$ cat src/rtl/tdm_pkg.sv
// Shared definitions for the 4-channel TDM mux/demux pair.
package tdm_pkg;

    localparam int NUM_CH = 4;
    localparam int SLOT_W = 2;

    // Frame alignment state of the receiver.
    typedef enum logic {
        ST_HUNT = 1'b0,
        ST_RUN  = 1'b1
    } state_t;

endpackage

$ cat src/rtl/tdm_slot_ctr.sv
// Slot counter for the TDM demux: tracks which channel the next valid beat
// belongs to. Priority is clear > load-to-1 > increment.
module tdm_slot_ctr
    import tdm_pkg::*;
(
    input  logic              clk,
    input  logic              rst_n,
    input  logic              clr,
    input  logic              load,
    input  logic              inc,
    output logic [SLOT_W-1:0] s,
    output logic              wrap
);

    // Slot register: clear on reset/lost sync, 1 after a start-of-frame beat,
    // otherwise advance on each accepted beat (wraps naturally mod 4).
    always_ff @(posedge clk) begin
        if (!rst_n || clr) begin
            s <= '0;
        end else if (load) begin
            s <= SLOT_W'(1);
        end else if (inc) begin
            s <= s + 1'b1;
        end
    end

    // High while the next beat is the last channel of the frame.
    assign wrap = (s == SLOT_W'(NUM_CH - 1));

endmodule

$ cat src/rtl/tdm_demux4.sv
// 4-channel TDM demultiplexer with frame alignment tracking.
// Handshake: a beat is transferred on every rising edge where din_valid=1;
// there is no back-pressure, and sof is only meaningful on such beats.
// The FSM state is exposed directly: locked is the registered state bit.
module tdm_demux4
    import tdm_pkg::*;
#(
    parameter int WIDTH = 8
) (
    input  logic                    clk,
    input  logic                    rst_n,
    input  logic [WIDTH-1:0]        din,
    input  logic                    din_valid,
    input  logic                    sof,
    output logic [NUM_CH*WIDTH-1:0] d,
    output logic                    frame_valid,
    output logic [SLOT_W-1:0]       s,
    output logic                    locked,
    output logic                    sync_err
);

    state_t            state;
    state_t            state_nxt;
    logic              ctr_clr;
    logic              ctr_load;
    logic              ctr_inc;
    logic              wrap;
    logic              slot0_we;
    logic              shadow_we;
    logic              frame_we;
    logic              err_nxt;
    logic [WIDTH-1:0]  shadow [NUM_CH-1];

    tdm_slot_ctr u_slot_ctr (
        .clk   (clk),
        .rst_n (rst_n),
        .clr   (ctr_clr),
        .load  (ctr_load),
        .inc   (ctr_inc),
        .s     (s),
        .wrap  (wrap)
    );

    // State register.
    always_ff @(posedge clk) begin
        if (!rst_n) begin
            state <= ST_HUNT;
        end else begin
            state <= state_nxt;
        end
    end

    // Next-state and per-beat control decode.
    always_comb begin
        state_nxt = state;
        ctr_clr   = 1'b0;
        ctr_load  = 1'b0;
        ctr_inc   = 1'b0;
        slot0_we  = 1'b0;
        shadow_we = 1'b0;
        frame_we  = 1'b0;
        err_nxt   = 1'b0;
        if (din_valid) begin
            case (state)
                ST_HUNT: begin
                    if (sof) begin
                        ctr_load  = 1'b1;
                        slot0_we  = 1'b1;
                        state_nxt = ST_RUN;
                    end
                end
                ST_RUN: begin
                    if (sof) begin
                        // sof restarts the frame; anywhere but slot 0 it is early.
                        ctr_load = 1'b1;
                        slot0_we = 1'b1;
                        err_nxt  = (s != '0);
                    end else if (s == '0) begin
                        // Slot 0 without sof: alignment lost, drop the beat.
                        err_nxt   = 1'b1;
                        ctr_clr   = 1'b1;
                        state_nxt = ST_HUNT;
                    end else if (wrap) begin
                        frame_we = 1'b1;
                        ctr_inc  = 1'b1;
                    end else begin
                        shadow_we = 1'b1;
                        ctr_inc   = 1'b1;
                    end
                end
                default: state_nxt = ST_HUNT;
            endcase
        end
    end

    // Shadow capture, frame output register and status pulses.
    always_ff @(posedge clk) begin
        if (!rst_n) begin
            for (int k = 0; k < NUM_CH - 1; k++) begin
                shadow[k] <= '0;
            end
            d           <= '0;
            frame_valid <= 1'b0;
            sync_err    <= 1'b0;
        end else begin
            frame_valid <= frame_we;
            sync_err    <= err_nxt;
            if (slot0_we) begin
                shadow[0] <= din;
            end
            for (int k = 1; k < NUM_CH - 1; k++) begin
                if (shadow_we && s == SLOT_W'(k)) begin
                    shadow[k] <= din;
                end
            end
            if (frame_we) begin
                for (int k = 0; k < NUM_CH - 1; k++) begin
                    d[k*WIDTH +: WIDTH] <= shadow[k];
                end
                d[(NUM_CH-1)*WIDTH +: WIDTH] <= din;
            end
        end
    end

    assign locked = (state == ST_RUN);

endmodule

$ cat config.mk
export PLATFORM = sky130hd
export DESIGN_NAME = tdm_demux4
export DESIGN_NICKNAME = d
export VERILOG_FILES = /design/src/rtl/tdm_pkg.sv /design/src/rtl/tdm_slot_ctr.sv /design/src/rtl/tdm_demux4.sv
export SDC_FILE = /design/constraint.sdc
export NUM_CORES = 1
export LEC_CHECK = 0
export ABC_AREA = 1
export BUFFER_PORTS_ARGS = -buffer_cell sky130_fd_sc_hd__clkbuf_2
export CAP_MARGIN = 20
export CORE_MARGIN = 8
export CORE_UTILIZATION = 48
export CTS_BUF_LIST = sky130_fd_sc_hd__clkbuf_16
export DETAILED_ROUTE_END_ITERATION = 12
export GPL_TIMING_DRIVEN = 0
export PLACE_DENSITY = 0.71
export SLEW_MARGIN = 20
export SYNTH_ARGS = -nofsm -noshare
export SYNTH_HDL_FRONTEND = slang
export SYNTH_SLANG_ARGS = --single-unit
$ cat constraint.sdc
create_clock -name clk -period 1.59 [get_ports clk]
set_clock_uncertainty 0.1 [all_clocks]
set_input_delay 0.3975 -clock clk [delete_from_list [all_inputs] [get_ports clk]]
set_output_delay 0.3975 -clock clk [all_outputs]
set_load 0.01 [all_outputs]
# Word-level counts from Yosys, hierarchy flattened
# Memory sizes are Yosys's and may differ from the RTL's. A register that Yosys moved wholly into a read port is not among the register bits.
# Index checks and enable logic that the tools add are counted.
dict set report totals {
  register_bits 37
  latch_bits 0
  ramBits 24
  romBits 0
  inputBits 12
  out_inout_bits 37
  word_cells 65
  memories 1
}
# name depth width read_ports rd_clocked_by_memory_dff write_ports line
set mem_list {}
lappend mem_list {shadow 3 8 3 3 3 tdm_demux4.sv:32} ;# logic [WIDTH-1:0] shadow [NUM_CH-1];
dict set report classes {
  n_addsub 1
  n_mul 0
  div 0
  order_cmp 0
  eq_ne 3
  shift 0
  mux 38
  n_bitwise 4
  n_reduce_logical 12
}
# op n
set ops {}
lappend ops {{two-way mux 1 bit} 34}
lappend ops {{two-way mux 8 bit} 3}
lappend ops {{equality test 2 bit (second input constant)} 2}
lappend ops {{zero test 1 bit} 4}
lappend ops {{nonzero test 2 bit} 2}
lappend ops {{bitwise OR 1 bit} 3}
lappend ops {{AND reduction 3 bit} 1}
lappend ops {{adder 2 x 1 -> 2 bit (second input constant)} 1}
lappend ops {{equality test 2 x 1 -> 1 bit (second input constant)} 1}
lappend ops {{logical AND 1 bit} 2}
lappend ops {{zero test 2 bit} 1}
lappend ops {{case mux 1 bit (2 select lines)} 1}
lappend ops {{OR reduction 2 bit} 1}
lappend ops {{logical OR 1 bit} 1}
lappend ops {{inverter 1 bit} 1}

# Longest topological paths before layout
dict set report depth {
  ltp_word 11
  depth_mapped 9
  ltp_nobuf 9
}

# By module
# From an unflattened synthesis, not the netlist that was laid out.
dict set report hier_totals {
  hier_cells 236
  area_unflattened_um2 2334.7
}
# mod n_inst cells_each area_per_inst_um2 seq_area_each_um2
set modules_own_cells {}
lappend modules_own_cells {tdm_demux4 1 219 2220.9 1421.4}
lappend modules_own_cells {tdm_slot_ctr 1 17 113.9 40.0}

# Worst setup path before layout
# Ideal clock, no wire load.
dict set report synth_timing {
  kind {flip-flop to flip-flop}
  from {reg u_slot_ctr.s[0]}
  to {mem shadow[0][0] (data pin)}
  setup_time_ns 0.256
  arrival_time_ns 1.312
  t_required_ns 1.234
  setup_slack_ns -0.078
  path_stages_with_launch 9
  n_path_buf 0
  synth_period_minus_slack_ns 1.668
  path_cell_list {dfxtp_1 inv_1 ha_1 inv_1 nor2_1 nand3_1 nand3_1 nand2_1 inv_1}
}
# element line
set synth_lines {}
lappend synth_lines {{start: declaration} tdm_slot_ctr.sv:11} ;# output logic [SLOT_W-1:0] s,
lappend synth_lines {{start signal: assignment} tdm_slot_ctr.sv:23} ;# s <= s + 1'b1;
lappend synth_lines {{end: declaration} tdm_demux4.sv:32}

==> run_results.csv <==
group,metric,value,unit
run_status,status,"finished, final reports clean",
critical_path,cp_num_buf_inv,2,
global_route,antenna_found_initial,0,
yosys,syn_nets,252,
sta,finalHoldViolations,0,
sta,relSlewSlack,0.756,
sta,worst_pin_slew,0.362,ns
routing,wirelength_met1,2130,um
yosys,synth_warnings,0,
critical_path,arrival,1.45,ns
layout,stdcell_count,353,
yosys,ys_ff_latch,61,
cts,path_clk_slew,0.05,ns
placement,hpwl,3290,um
layout,fillers,375,
placement,io_buffers,48,
yosys,ys_types,19,
floorplanning,rows,25,
sta,min_period_over_period,0.964,
routing,drt_wl_total,4750,um
layout,n_antenna_cell,0,
cts,cts_buffer_depth,2,
global_route,grt_pass1_vias,1700,
cts,holdBufCountCts,0,
yosys,ys_seq_area_frac,0.626,
critical_path,start_kind,"flip-flop",
routing,top_layer,"met4",
cts,clk_latency,0.32,ns
yosys,syn_inst,234,
flow_run,cap_violations,0,
worst_hold_path,worstHoldPathType,"input pin to flip-flop",
placement,dp.cells,336,
global_route,track_usage,0.141,
power_and_ir_drop,ir_drop,0.871,mV
floorplanning,dieArea,7350,um2
floorplanning,initial_core_util,0.497,
cts,cts_tree,"yes",
worst_hold_path,hold_path_depth,3,
floorplanning,die_y,85.7,um
sta,grt_setup_unrepaired,"no",
global_route,grt_overflow,0,
critical_path,path_max_fanout,8,
layout,area_growth,27.5,%
sta,slew_violations,0,
cts,root_buffer,"clkbuf_16",
layout,final_layout_size_suffix_gt1_frac,0.378,
routing,drtIter0Drc,80,
power_and_ir_drop,pwr-share-seq,0.495,
routing,drc_errors,0,
cts,numClockSinks,61,
routing,drtPass1Iterations,4,
critical_path,critPathSlowestCell,"dfxtp_4",
power_and_ir_drop,power_density,1150,nW/um2
cts,cts_buffers,9,
power_and_ir_drop,comb_power_share,0.036,
critical_path,reg2reg_from,"u_slot_ctr.s[0]$_SDFFE_PP0P_",
critical_path,critPathTopFamily,"simple AND/OR/NAND/NOR gates",
power_and_ir_drop,power_leakage,1.45,nW
critical_path,crit_path_max_incr_delay,0.37,ns
sta,setup_viol,0,
routing,ant_nets,0,
critical_path,cpMostUsedCell,"inv_2",
power_and_ir_drop,internal_power,2.73,mW
routing,wire_per_inst,13.5,um
power_and_ir_drop,p_sw,694,uW
critical_path,crit_chain,"inv_2, ha_4, inv_2, nor2_2, nand3_2, nand2_4",
yosys,synthArstFlopShare,0,
placement,gp_congestion,0.767,
critical_path,reg2reg_slack,0.06,ns
routing,vias,1670,
sta,fin_crit,1.53,ns
global_route,grt_pass1_wl,7960,um
critical_path,cp-end-kind,"flip-flop",
yosys,syn_area,2330,um2
layout,nNetsFinal,312,
worst_hold_path,min_to,"d[25]$_SDFFE_PN0P_",
sta,final.setup.tns,0,ns
cts,htree_levels,3,
power_and_ir_drop,sw_frac_of_total,0.203,
floorplanning,fp.dieW,85.7,um
power_and_ir_drop,power_frac_clock,0.469,
routing,vias_per_cell,4.73,
routing,wl_met3,324,um
yosys,synthFlopType,"dfxtp_1",
worst_hold_path,min_from,"din[1]",
critical_path,reg2reg_to,"shadow[1][7]$_DFFE_PP_",
floorplanning,placeableCoreArea,4690,um2
critical_path,required,1.50,ns
global_route,grt_max_degree,11,
yosys,syn_avg_cell_area,9.97,um2
floorplanning,ios,49,
critical_path,reg2reg_depth,6,
yosys,synth_edf_count,24,
routing,route.met2.wl,2250,um
critical_path,critPathKind,"flip-flop to flip-flop",
sta,clock.fmax,0.653,GHz
## metal layers
layer,vias up,global-route usage
met2,43,0.217
met1,752,0.164
met3,4,0.0640
met4,0,0.0653
met5,-,0
li1,871,-
## worst min-delay path: stages
cell and delay [ns]:
clkbuf_2 0.10, nor2_2 0.04, nor2_1 0.08
## metrics by stage
stage	util	hold slack (ns)	setup WS (ns)	total power, mW	area [um2]
floorplan	-	0.347	-0.0314	1.79	2330
global placement	0.563	0.351	-0.186	1.83	2640
detailed placement	0.563	0.360	-0.240	1.84	2640
CTS	0.628	0.231	0.0135	3.46	2950
global route	0.634	0.256	0.00891	3.55	2980
finish	0.634	0.244	0.0576	3.43	2980
## logic make-up after synthesis
logic type | share of synthesized area
compound gates | 0.0772
fa+ha+maj | 0.0322
flops | 0.626
buf+inv | 0.0756
simple gates | 0.189
## cells in the final DEF (no fill, tap or decap), types with 2 or more instances in the layout
master / netlist / routed
clkbuf_2: 0 / 48
nor2_2: 16 / 18
edfxtp_1: 24 / 24
nor2_1: 55 / 53
nand2_2: 1 / 7
nand2_4: 1 / 3
a21oi_1: 2 / 2
dfxtp_4: 0 / 2
dfxtp_1: 37 / 35
inv_2: 1 / 8
clkbuf_16: 0 / 9
inv_1: 21 / 18
ha_1: 6 / 5
buf_6: 6 / 6
clkinv_2: 0 / 2
o21ai_1: 12 / 12
nand2_1: 21 / 13
buf_2: 4 / 4
o21ai_0: 22 / 22
## state kept, by name, indices dropped and copies added (netlist names)
register,count
frame_valid,1
shadow,24
u_slot_ctr.s,2
locked,1
sync_err,1
d,32
## power by group through the flow
| stage | combinational, mW | sequential, mW | clock, mW |
|---|---|---|---|
| CTS | 0.119 | 1.70 | 1.64 |
| finish | 0.123 | 1.70 | 1.61 |
| global route | 0.137 | 1.70 | 1.71 |
| global placement | 0.107 | 1.73 | 0 |
| floorplan | 0.0602 | 1.73 | 0 |
| detailed placement | 0.108 | 1.73 | 0 |
## worst max path at each step
| stage | startpoint | to | depth (start not counted) | slack (ns) |
|---|---|---|---|---|
| 6_report | u_slot_ctr.s[0]$_SDFFE_PP0P_ | shadow[1][7]$_DFFE_PP_ | 6 | 0.06 |
| 2_1_floorplan | u_slot_ctr.s[1]$_SDFFE_PP0P_ | shadow[0][0]$_DFFE_PP_ | 8 | -0.03 |
| 3_3_place_gp | u_slot_ctr.s[1]$_SDFFE_PP0P_ | shadow[0][2]$_DFFE_PP_ | 8 | -0.19 |
| 4_1_cts | u_slot_ctr.s[1]$_SDFFE_PP0P_ | shadow[1][3]$_DFFE_PP_ | 8 | 0.01 |
| 5_1_grt | u_slot_ctr.s[1]$_SDFFE_PP0P_ | shadow[1][6]$_DFFE_PP_ | 8 | 0.009 |
| 3_5_place_dp | u_slot_ctr.s[1]$_SDFFE_PP0P_ | shadow[2][2]$_DFFE_PP_ | 8 | -0.24 |
## layout make-up
cell class / count / area [um2] / area share
tap: 54 / 67.6 / 0.0227
multi-input combinational: 140 / 761 / 0.256
sequential: 61 / 1470 / 0.494
clock inverter: 7 / 28.8 / 0.00967
clock buffer: 9 / 225 / 0.0757
inverter: 23 / 88.8 / 0.0299
buffer: 10 / 87.6 / 0.0294
timing repair buffer: 49 / 248 / 0.0833
## synthesized netlist by cell type, types with 2 or more instances
library cell  number  area (um2)
o21ai_1           12        60.1
buf_6              6        67.6
nor2_2            16         100
inv_1             21        78.8
a21oi_1            2        10.0
nand2_1           21        78.8
buf_2              4        20.0
dfxtp_1           37         741
nor2_1            55         206
ha_1               6        75.1
nand3_1            2        10.0
edfxtp_1          24         721
o21ai_0           22         110
## repair_timing
| action | CTS | global route |
|---|---|---|
| endpoints found under the hold margin | 0 | 0 |
| gates resized for setup | 11 | 15 |
| setup buffers | 0 | 1 |
| setup endpoints to repair | 40 | 40 |
| pin swaps | 0 | 5 |
Power figures use the tool's default switching activity.
